==> src/rtl/frame_sync_pkg.sv <==
// Shared constants for the frame sync double buffer, plus a helper that builds the
// offscreen reset image (obstacle x/y pairs parked offscreen, player centred, mode 0).
package frame_sync_pkg;

    localparam int NCH_DEF   = 42;
    localparam int W_DEF     = 10;
    localparam int CNT_W_DEF = 16;

    localparam int X_OFF     = 700;
    localparam int Y_OFF     = 500;
    localparam int PLAYER_Y0 = 240;

    // Channels 0..NCH-3 are obstacle x/y pairs, NCH-2 is player_y, NCH-1 is gamemode.
    function automatic logic [NCH_DEF*W_DEF-1:0] build_rst_image();
        logic [NCH_DEF*W_DEF-1:0] img;
        img = '0;
        for (int i = 0; i < NCH_DEF - 2; i++) begin
            img[i*W_DEF +: W_DEF] = (i % 2 == 0) ? W_DEF'(X_OFF) : W_DEF'(Y_OFF);
        end
        img[(NCH_DEF-2)*W_DEF +: W_DEF] = W_DEF'(PLAYER_Y0);
        return img;
    endfunction

endpackage

==> src/rtl/frame_sync_buffer_vs_edge_det.sv <==
// Vertical-sync edge detector: flags the first cycle vs enters (or leaves) its active level.
module vs_edge_det #(
    parameter bit VS_ACT_LOW  = 1'b1,
    parameter bit SWAP_ON_END = 1'b0
) (
    input  logic clk,
    input  logic rst,
    input  logic vs,
    output logic swap_evt
);

    localparam logic VS_ACT = VS_ACT_LOW ? 1'b0 : 1'b1;

    logic vs_d;
    logic vs_q;
    logic act_now;
    logic act_prev;

    always_comb begin
        vs_d = vs;
    end

    // Loading the active level means vs already active at reset release is not an edge.
    always_ff @(posedge clk) begin
        if (rst) begin
            vs_q <= VS_ACT;
        end else begin
            vs_q <= vs_d;
        end
    end

    assign act_now  = (vs == VS_ACT);
    assign act_prev = (vs_q == VS_ACT);
    assign swap_evt = SWAP_ON_END ? (act_prev & ~act_now) : (act_now & ~act_prev);

endmodule

==> src/rtl/frame_sync_buffer.sv <==
// Tear-free shadow/active double buffer that swaps on a vsync edge.
// Optional drop/repeat frame statistics are built when FRAME_STATS_EN is defined.
module frame_sync_buffer
    import frame_sync_pkg::*;
#(
    parameter int               NCH         = NCH_DEF,
    parameter int               W           = W_DEF,
    parameter logic [NCH*W-1:0] RST_VAL     = '0,
    parameter bit               VS_ACT_LOW  = 1'b1,
    parameter bit               SWAP_ON_END = 1'b0,
    parameter bit               OVERWRITE   = 1'b1,
    parameter int               CNT_W       = CNT_W_DEF
) (
    input  logic               clk,
    input  logic               rst,
    input  logic               vs,
    input  logic               wr_valid,
    output logic               wr_ready,
    input  logic [NCH*W-1:0]   wr_data,
    output logic [NCH*W-1:0]   rd_data,
    output logic               pending,
    output logic               swap_pulse,
    output logic [CNT_W-1:0]   frame_cnt
`ifdef FRAME_STATS_EN
    ,
    output logic [CNT_W-1:0]   drop_cnt,
    output logic [CNT_W-1:0]   repeat_cnt
`endif
);

    logic             swap_evt;
    logic             accept;
    logic             do_swap;
    logic [NCH*W-1:0] shadow_d, shadow_q;
    logic [NCH*W-1:0] active_d, active_q;
    logic             pending_d, pending_q;
    logic             swap_pulse_d, swap_pulse_q;
    logic [CNT_W-1:0] frame_cnt_d, frame_cnt_q;

    vs_edge_det #(
        .VS_ACT_LOW  (VS_ACT_LOW),
        .SWAP_ON_END (SWAP_ON_END)
    ) u_vs_edge (
        .clk      (clk),
        .rst      (rst),
        .vs       (vs),
        .swap_evt (swap_evt)
    );

    // In stall mode a new snapshot may slip in on the very cycle the pending one swaps out.
    assign wr_ready = OVERWRITE ? 1'b1 : (~pending_q | swap_evt);
    assign accept   = wr_valid & wr_ready;
    assign do_swap  = swap_evt & pending_q;

    always_comb begin
        shadow_d     = accept ? wr_data : shadow_q;
        active_d     = do_swap ? shadow_q : active_q;
        pending_d    = accept | (pending_q & ~do_swap);
        swap_pulse_d = do_swap;
        frame_cnt_d  = frame_cnt_q + CNT_W'(do_swap);
    end

    always_ff @(posedge clk) begin
        if (rst) begin
            shadow_q     <= RST_VAL;
            active_q     <= RST_VAL;
            pending_q    <= 1'b0;
            swap_pulse_q <= 1'b0;
            frame_cnt_q  <= '0;
        end else begin
            shadow_q     <= shadow_d;
            active_q     <= active_d;
            pending_q    <= pending_d;
            swap_pulse_q <= swap_pulse_d;
            frame_cnt_q  <= frame_cnt_d;
        end
    end

    assign rd_data    = active_q;
    assign pending    = pending_q;
    assign swap_pulse = swap_pulse_q;
    assign frame_cnt  = frame_cnt_q;

`ifdef FRAME_STATS_EN
    logic [CNT_W-1:0] drop_cnt_d, drop_cnt_q;
    logic [CNT_W-1:0] repeat_cnt_d, repeat_cnt_q;

    always_comb begin
        drop_cnt_d   = drop_cnt_q + CNT_W'(OVERWRITE & accept & pending_q & ~swap_evt);
        repeat_cnt_d = repeat_cnt_q + CNT_W'(swap_evt & ~pending_q);
    end

    always_ff @(posedge clk) begin
        if (rst) begin
            drop_cnt_q   <= '0;
            repeat_cnt_q <= '0;
        end else begin
            drop_cnt_q   <= drop_cnt_d;
            repeat_cnt_q <= repeat_cnt_d;
        end
    end

    assign drop_cnt   = drop_cnt_q;
    assign repeat_cnt = repeat_cnt_q;
`endif

endmodule
==> config.mk <==
export PLATFORM = sky130hd
export DESIGN_NAME = frame_sync_buffer
export DESIGN_NICKNAME = d
export VERILOG_FILES = /design/src/rtl/frame_sync_pkg.sv /design/src/rtl/frame_sync_buffer_vs_edge_det.sv /design/src/rtl/frame_sync_buffer.sv
export SDC_FILE = /design/constraint.sdc
export NUM_CORES = 2
export LEC_CHECK = 0
export CAP_MARGIN = 20
export CELL_PAD_IN_SITES_DETAIL_PLACEMENT = 2
export CELL_PAD_IN_SITES_GLOBAL_PLACEMENT = 2
export CORE_AREA = 2 2 339 341
export DETAILED_ROUTE_END_ITERATION = 6
export DIE_AREA = 0 0 341 343
export PLACE_DENSITY = 0.78
export RECOVER_POWER = 25
export SYNTH_ARGS = -nofsm -noshare
export SYNTH_HDL_FRONTEND = slang
export SYNTH_SLANG_ARGS = --single-unit
==> constraint.sdc <==
create_clock -name clk -period 2.8 [get_ports clk]
set_clock_uncertainty 0.05 [all_clocks]
set_input_delay 0.42 -clock clk [delete_from_list [all_inputs] [get_ports clk]]
set_output_delay 0.42 -clock clk [all_outputs]
set_load 0.03 [all_outputs]
=== Yosys cells after proc, flatten, opt, wreduce, memory -nomap -nowiden ===
Index checks and enable logic that the tools add are counted.

* Logic and storage cells: 13
* Register bits after elaboration: 859
* Output and inout bits: 439
* Input bits: 424

* Add/subtract/negate cells: 1
* Bitwise gates (word level): 6

{| class="wikitable"
|+ Operators by type and width
! operator !! count
|-
| $add A16 B1 Y16 || 1
|-
| $and A1 B1 Y1 || 3
|-
| $not A1 Y1 || 2
|-
| $or A1 B1 Y1 || 1
|}

=== Depth between registers and ports, before layout ===
* Depth after elaboration: 6
* Mapped depth: 9
* Mapped depth without buffers: 7

=== By module ===
Synthesis repeated with hierarchy kept, for this count alone.

* Cell total of the unflattened synthesis: 3258
* Area total of the unflattened synthesis: 29683.5 um^2

{| class="wikitable"
|+ Modules (own cells, without submodules)
! module !! area an instance (um^2) !! times used !! sequential area each (um^2) !! cells an instance
|-
| frame_sync_buffer || 29648.4 || 1 || 17176.5 || 3255
|-
| vs_edge_det || 35.0 || 1 || 20.0 || 3
|}

=== Worst setup path after synthesis ===
Ideal clock, no wire load.

* Path kind: reg2reg
* Start point: register pending_q, in the netlist pending
* End point: register frame_cnt_q[14], in the netlist frame_cnt[14]
* Setup slack: 0.465 ns
* Period minus slack after synthesis: 2.335 ns
* Required time: 2.629 ns
* Setup time: 0.121 ns
* Stages on the path, launching flop included: 10
* Path buffers: 2
* Arrival time: 2.164 ns
* Cell sequence: dfxtp_1 -> nand3b_1 -> buf_4 -> inv_2 -> buf_2 -> ha_1 -> ha_1 -> nand4_2 -> nor4_1 -> mux2_2

* Longest elaborated chain between the ends: 2

{| class="wikitable"
|+ RTL lines
! element !! line !! source
|-
| from (decl) || frame_sync_buffer.sv:36 || <nowiki>logic pending_d, pending_q;</nowiki>
|-
| from (signal assigned) || frame_sync_buffer.sv:73 || <nowiki>pending_q <= pending_d;</nowiki>
|-
| $and A1 B1 Y1 || frame_sync_buffer.sv:53 || <nowiki>assign do_swap = swap_evt & pending_q;</nowiki>
|-
| via do_swap || frame_sync_buffer.sv:33 || <nowiki>logic do_swap;</nowiki>
|-
| $add A16 B1 Y16 || frame_sync_buffer.sv:60 || <nowiki>frame_cnt_d = frame_cnt_q + CNT_W'(do_swap);</nowiki>
|-
| to (signal assigned) || frame_sync_buffer.sv:75 || <nowiki>frame_cnt_q <= frame_cnt_d;</nowiki>
|-
| to (decl) || frame_sync_buffer.sv:38 || <nowiki>logic [CNT_W-1:0] frame_cnt_d, frame_cnt_q;</nowiki>
|}

The timed path passes the listed nets, and every way through them passes these cells.
A chain may end at the register's enable or synchronous reset.

==> summary.md <==
| Metric | Value |
|---|---|
| Antenna viol nets, final | `0` |
| Syn_nets | `about 3,700` |
| Post-CTS setup buffers | `0` |
| DR iter-0 viols | `822` |
| WHS Endpoint | `shadow_q[8]` |
| Critical path's slowest cell | `clkbuf_2` |
| Number of cells on the critical path | `4` |
| Nets@finish | `between 4,000 and 5,000` |
| Initial antenna violation count | `30` |
| CTS tree | `built` |
| Routed wire length | `between 100,000 and 150,000 um` |
| Total grt overflow | `0` |
| WS Path Type | `input port to flop` |
| Final Hold Fails | `0` |
| R2R cell count | `7` |
| DP HPWL | `about 84,000 um` |
| Cell family with the largest share of critical-path delay | `buffers and inverters` |
| Wire per inst | `21.0 um` |
| Fin crit period | `2.53 ns` |
| Total negative setup slack | `0 ns` |
| Top cell type by total area after synthesis | `dfxtp_1` |
| Slew @ Worst Pin | `around 2.3 ns` |
| Pwr dens | `approximately 650 mW/mm^2` |
| Post-synth cell types | `31` |
| Die height | `between 300 and 400 um` |
| Pre-Repair DR Iteration Count | `4` |
| CTS Hold Buffers Added | `0` |
| DR vias | `26,100` |
| Status | `complete, but fails checks` |
| Crit path arrival time | `roughly 3.0 ns` |
| Simple logic cell fraction of the synthesized area | `16.7%` |
| Area Growth Syn to Fin | `46.2%` |
| Largest net degree at the start of global routing | `108` |
| Global Route Usage Sum | `19.6%` |
| P_leak | `between 15 and 20 nW` |
| CTS root buf | `clkbuf_16` |
| Number of buffers created by CTS | `99` |
| RSZ-0062 raised after global routing | `false` |
| Clk sink count | `between 800 and 900` |
| Met3 wire length | `between 9000 and 10,000 um` |
| Core area | `0.113 sq mm` |
| Worst-path fanout max | `45` |
| Initial core utilization | `26.3%` |
| R2R Setup Slk | `approximately 0.63 ns` |
| Top cells by area, synth | `dfxtp_1 58%, mux2i_1 14%, nand2_1 11%` |
| Yosys top cell area share | `a little under 60%` |
| Final non-filler cell area | `0.0435 sq mm` |
| Rel. slew slack | `-54.4%` |
| Multiplexer share of the synthesized area | `between 10 and 15%` |
| Post-CTS Resized | `0` |
| Post-Syn Area | `0.0298 sq mm` |
| Req. time, crit path | `3.29 ns` |
| Maximum vdd drop | `0.000440 V` |
| Cell mode on critical path | `clkbuf_2` |
| Die area | `roughly 0.12 sq mm` |
| Fmax | `396 MHz` |
| Top routing layer in use | `met5` |
| I/O Buffers | `around 860` |
| Hold Path Origin | `rst` |
| Vias in the first global route | `around 29,000` |
| Htree depth | `3` |
| Num rows | `roughly 120` |
| Failing checks | `capacitance limit, slew limit` |
| Startpoint Class | `input port` |
| Hold path cells | `2` |
| Setup Viol. Count Final | `0` |
| Die X | `341 um` |
| CP cell instances | `clkbuf_2 -> clkbuf_2 -> mux2i_1 -> nor2_1` |
| # DRC | `0` |
| Clk buf depth | `3` |
| Fraction of the mapped netlist area in adder cells | `less than 1%` |
| Synthesized flop and latch total | `859` |
| Final GP Congestion | `slightly below 0.8` |
| First-pass GRT wire length | `roughly 180,000 um` |
| Main combinational cell family by area after synthesis | `simple AND/OR/NAND/NOR gates` |
| I/O Pins | `roughly 860` |
| Reg-to-reg startpoint | `pending` |
| Synth Area in XOR/XNOR | `less than 1%` |
| Setup WS post-layout | `between 0.2 and 0.3 ns` |
| Mapped Cells | `between 3,000 and 4,000` |
| CP Capture Type | `flop` |
| Syn_area_per_cell | `slightly above 9 sq um` |
| Worst-Skew Late Latency | `approximately 0.67 ns` |
| Delay of the slowest critical-path stage | `1.58 ns` |
| Max Cap Viol | `1` |
| Type of the most critical hold path | `input port to flop` |
| Share of post-route cells with drive strength above 1 | `under 10%` |
| Post-place setup slack | `0.0466 ns` |
| Post-DP Area | `0.0401 sq mm` |
| Worst r2r dst | `frame_cnt[12]` |
| CP bufs+invs | `2` |
| Fin crit share | `approximately 90%` |
| Fillers | `12,300` |
| Met1 Wirelength | `around 45,000 um` |
| Synth Warn # | `0` |
| Slew Viols, Final | `35` |
| Vias per inst | `4.58` |
| Clock transition at path regs | `roughly 0.060 ns` |
| Met2 Routed Length | `roughly 59,000 um` |
| Synth Area in Compound Gates | `7.34%` |
| Sequential share of the synthesized area | `between 50% and 60%` |
area by class of cell:
class                      instances  area [sq um]  share of cell area [%]
sequential                       859         17200                    39.5
antenna                           28          70.1                   0.161
inverter                           5          26.3                  0.0604
clock inverter                    27           400                   0.920
timing repair buffer             933          9460                    21.7
multi-input combinational       2167         11500                    26.4
tap                             1512          1890                    4.35
clock buffer                     154          3000                    6.90
worst max path at each step:
stage	startpoint	to
after detailed placement	vs	frame_cnt[14]
after CTS	frame_cnt[9]	frame_cnt[9]
final	wr_valid	shadow_q[107]
after global routing	wr_valid	shadow_q[107]
after global placement	vs	frame_cnt[12]
after floorplan	pending	frame_cnt[14]
cell families (layout without fill, tap and decap cells):
family,count (synthesis),count (layout)
DFF,859,859
adders and majority gates,3,3
AOI/OAI and AO/OA,435,435
muxes,424,424
other,1,29
and+or+nand+nor,1301,1301
buffers and inverters,242,1119
xor gates and xnor gates,3,3
cells in the final DEF (no fill, tap or decap), types with 6 or more instances in the layout:
master	count
clkdlybuf4s50_1	853
clkbuf_1	29
clkbuf_16	99
nor2_1	430
a21oi_1	428
diode_2	28
nor2b_1	6
nand2_1	843
clkbuf_2	9
buf_4	35
dfxtp_1	859
clkbuf_8	32
clkinv_2	10
bufinv_16	7
buf_12	29
mux2i_1	420
sequential cells by signal, summed over array words and instances (netlist names):
| register | count |
|---|---|
| pending | 1 |
| shadow_q | 420 |
| swap_pulse | 1 |
| frame_cnt | 16 |
| u_vs_edge.vs_q | 1 |
| rd_data | 420 |
routing by layer:
metal | vias to the layer above | track usage, %
li1 | 12300 | -
met1 | 12900 | 21.0
met2 | 707 | 34.2
met3 | 205 | 7.09
met4 | 4 | 9.34
met5 | - | 0
report_power, final:
group / switching, W / internal (W)
Clock: 0.00541 / 0.00803
Combinational: 0.000978 / 0.00107
Sequential: 0.000239 / 0.0126
synthesized netlist by cell type:
cell,count
nor2b_1,6
buf_1,16
nand4_4,1
nand4_2,1
inv_1,4
mux2_2,4
nand3b_1,1
buf_4,2
conb_1,1
nand4_1,3
clkbuf_1,76
a21oi_1,428
buf_6,1
nand2b_1,1
dfxtp_1,859
clkbuf_8,1
ha_1,3
buf_2,141
or3_1,2
nand3_1,4
inv_2,1
nor2_1,430
o31ai_1,4
or4_1,4
nand2_1,843
nor4_1,4
or3_2,1
o21ai_0,3
xor2_1,2
mux2i_1,420
xnor2_1,1
through the flow:
step	util, %	total power (W)	hold slack (ns)	cells
after floorplan	-	0.0141	0.379	3268
after global placement	35.4	0.0151	0.386	5476
after detailed placement	35.4	0.0152	0.394	5476
after CTS	38.4	0.0288	0.0736	5657
after global routing	38.4	0.0295	0.105	5684
final	38.4	0.0284	0.134	5685
(Power assumes the default switching activity.)
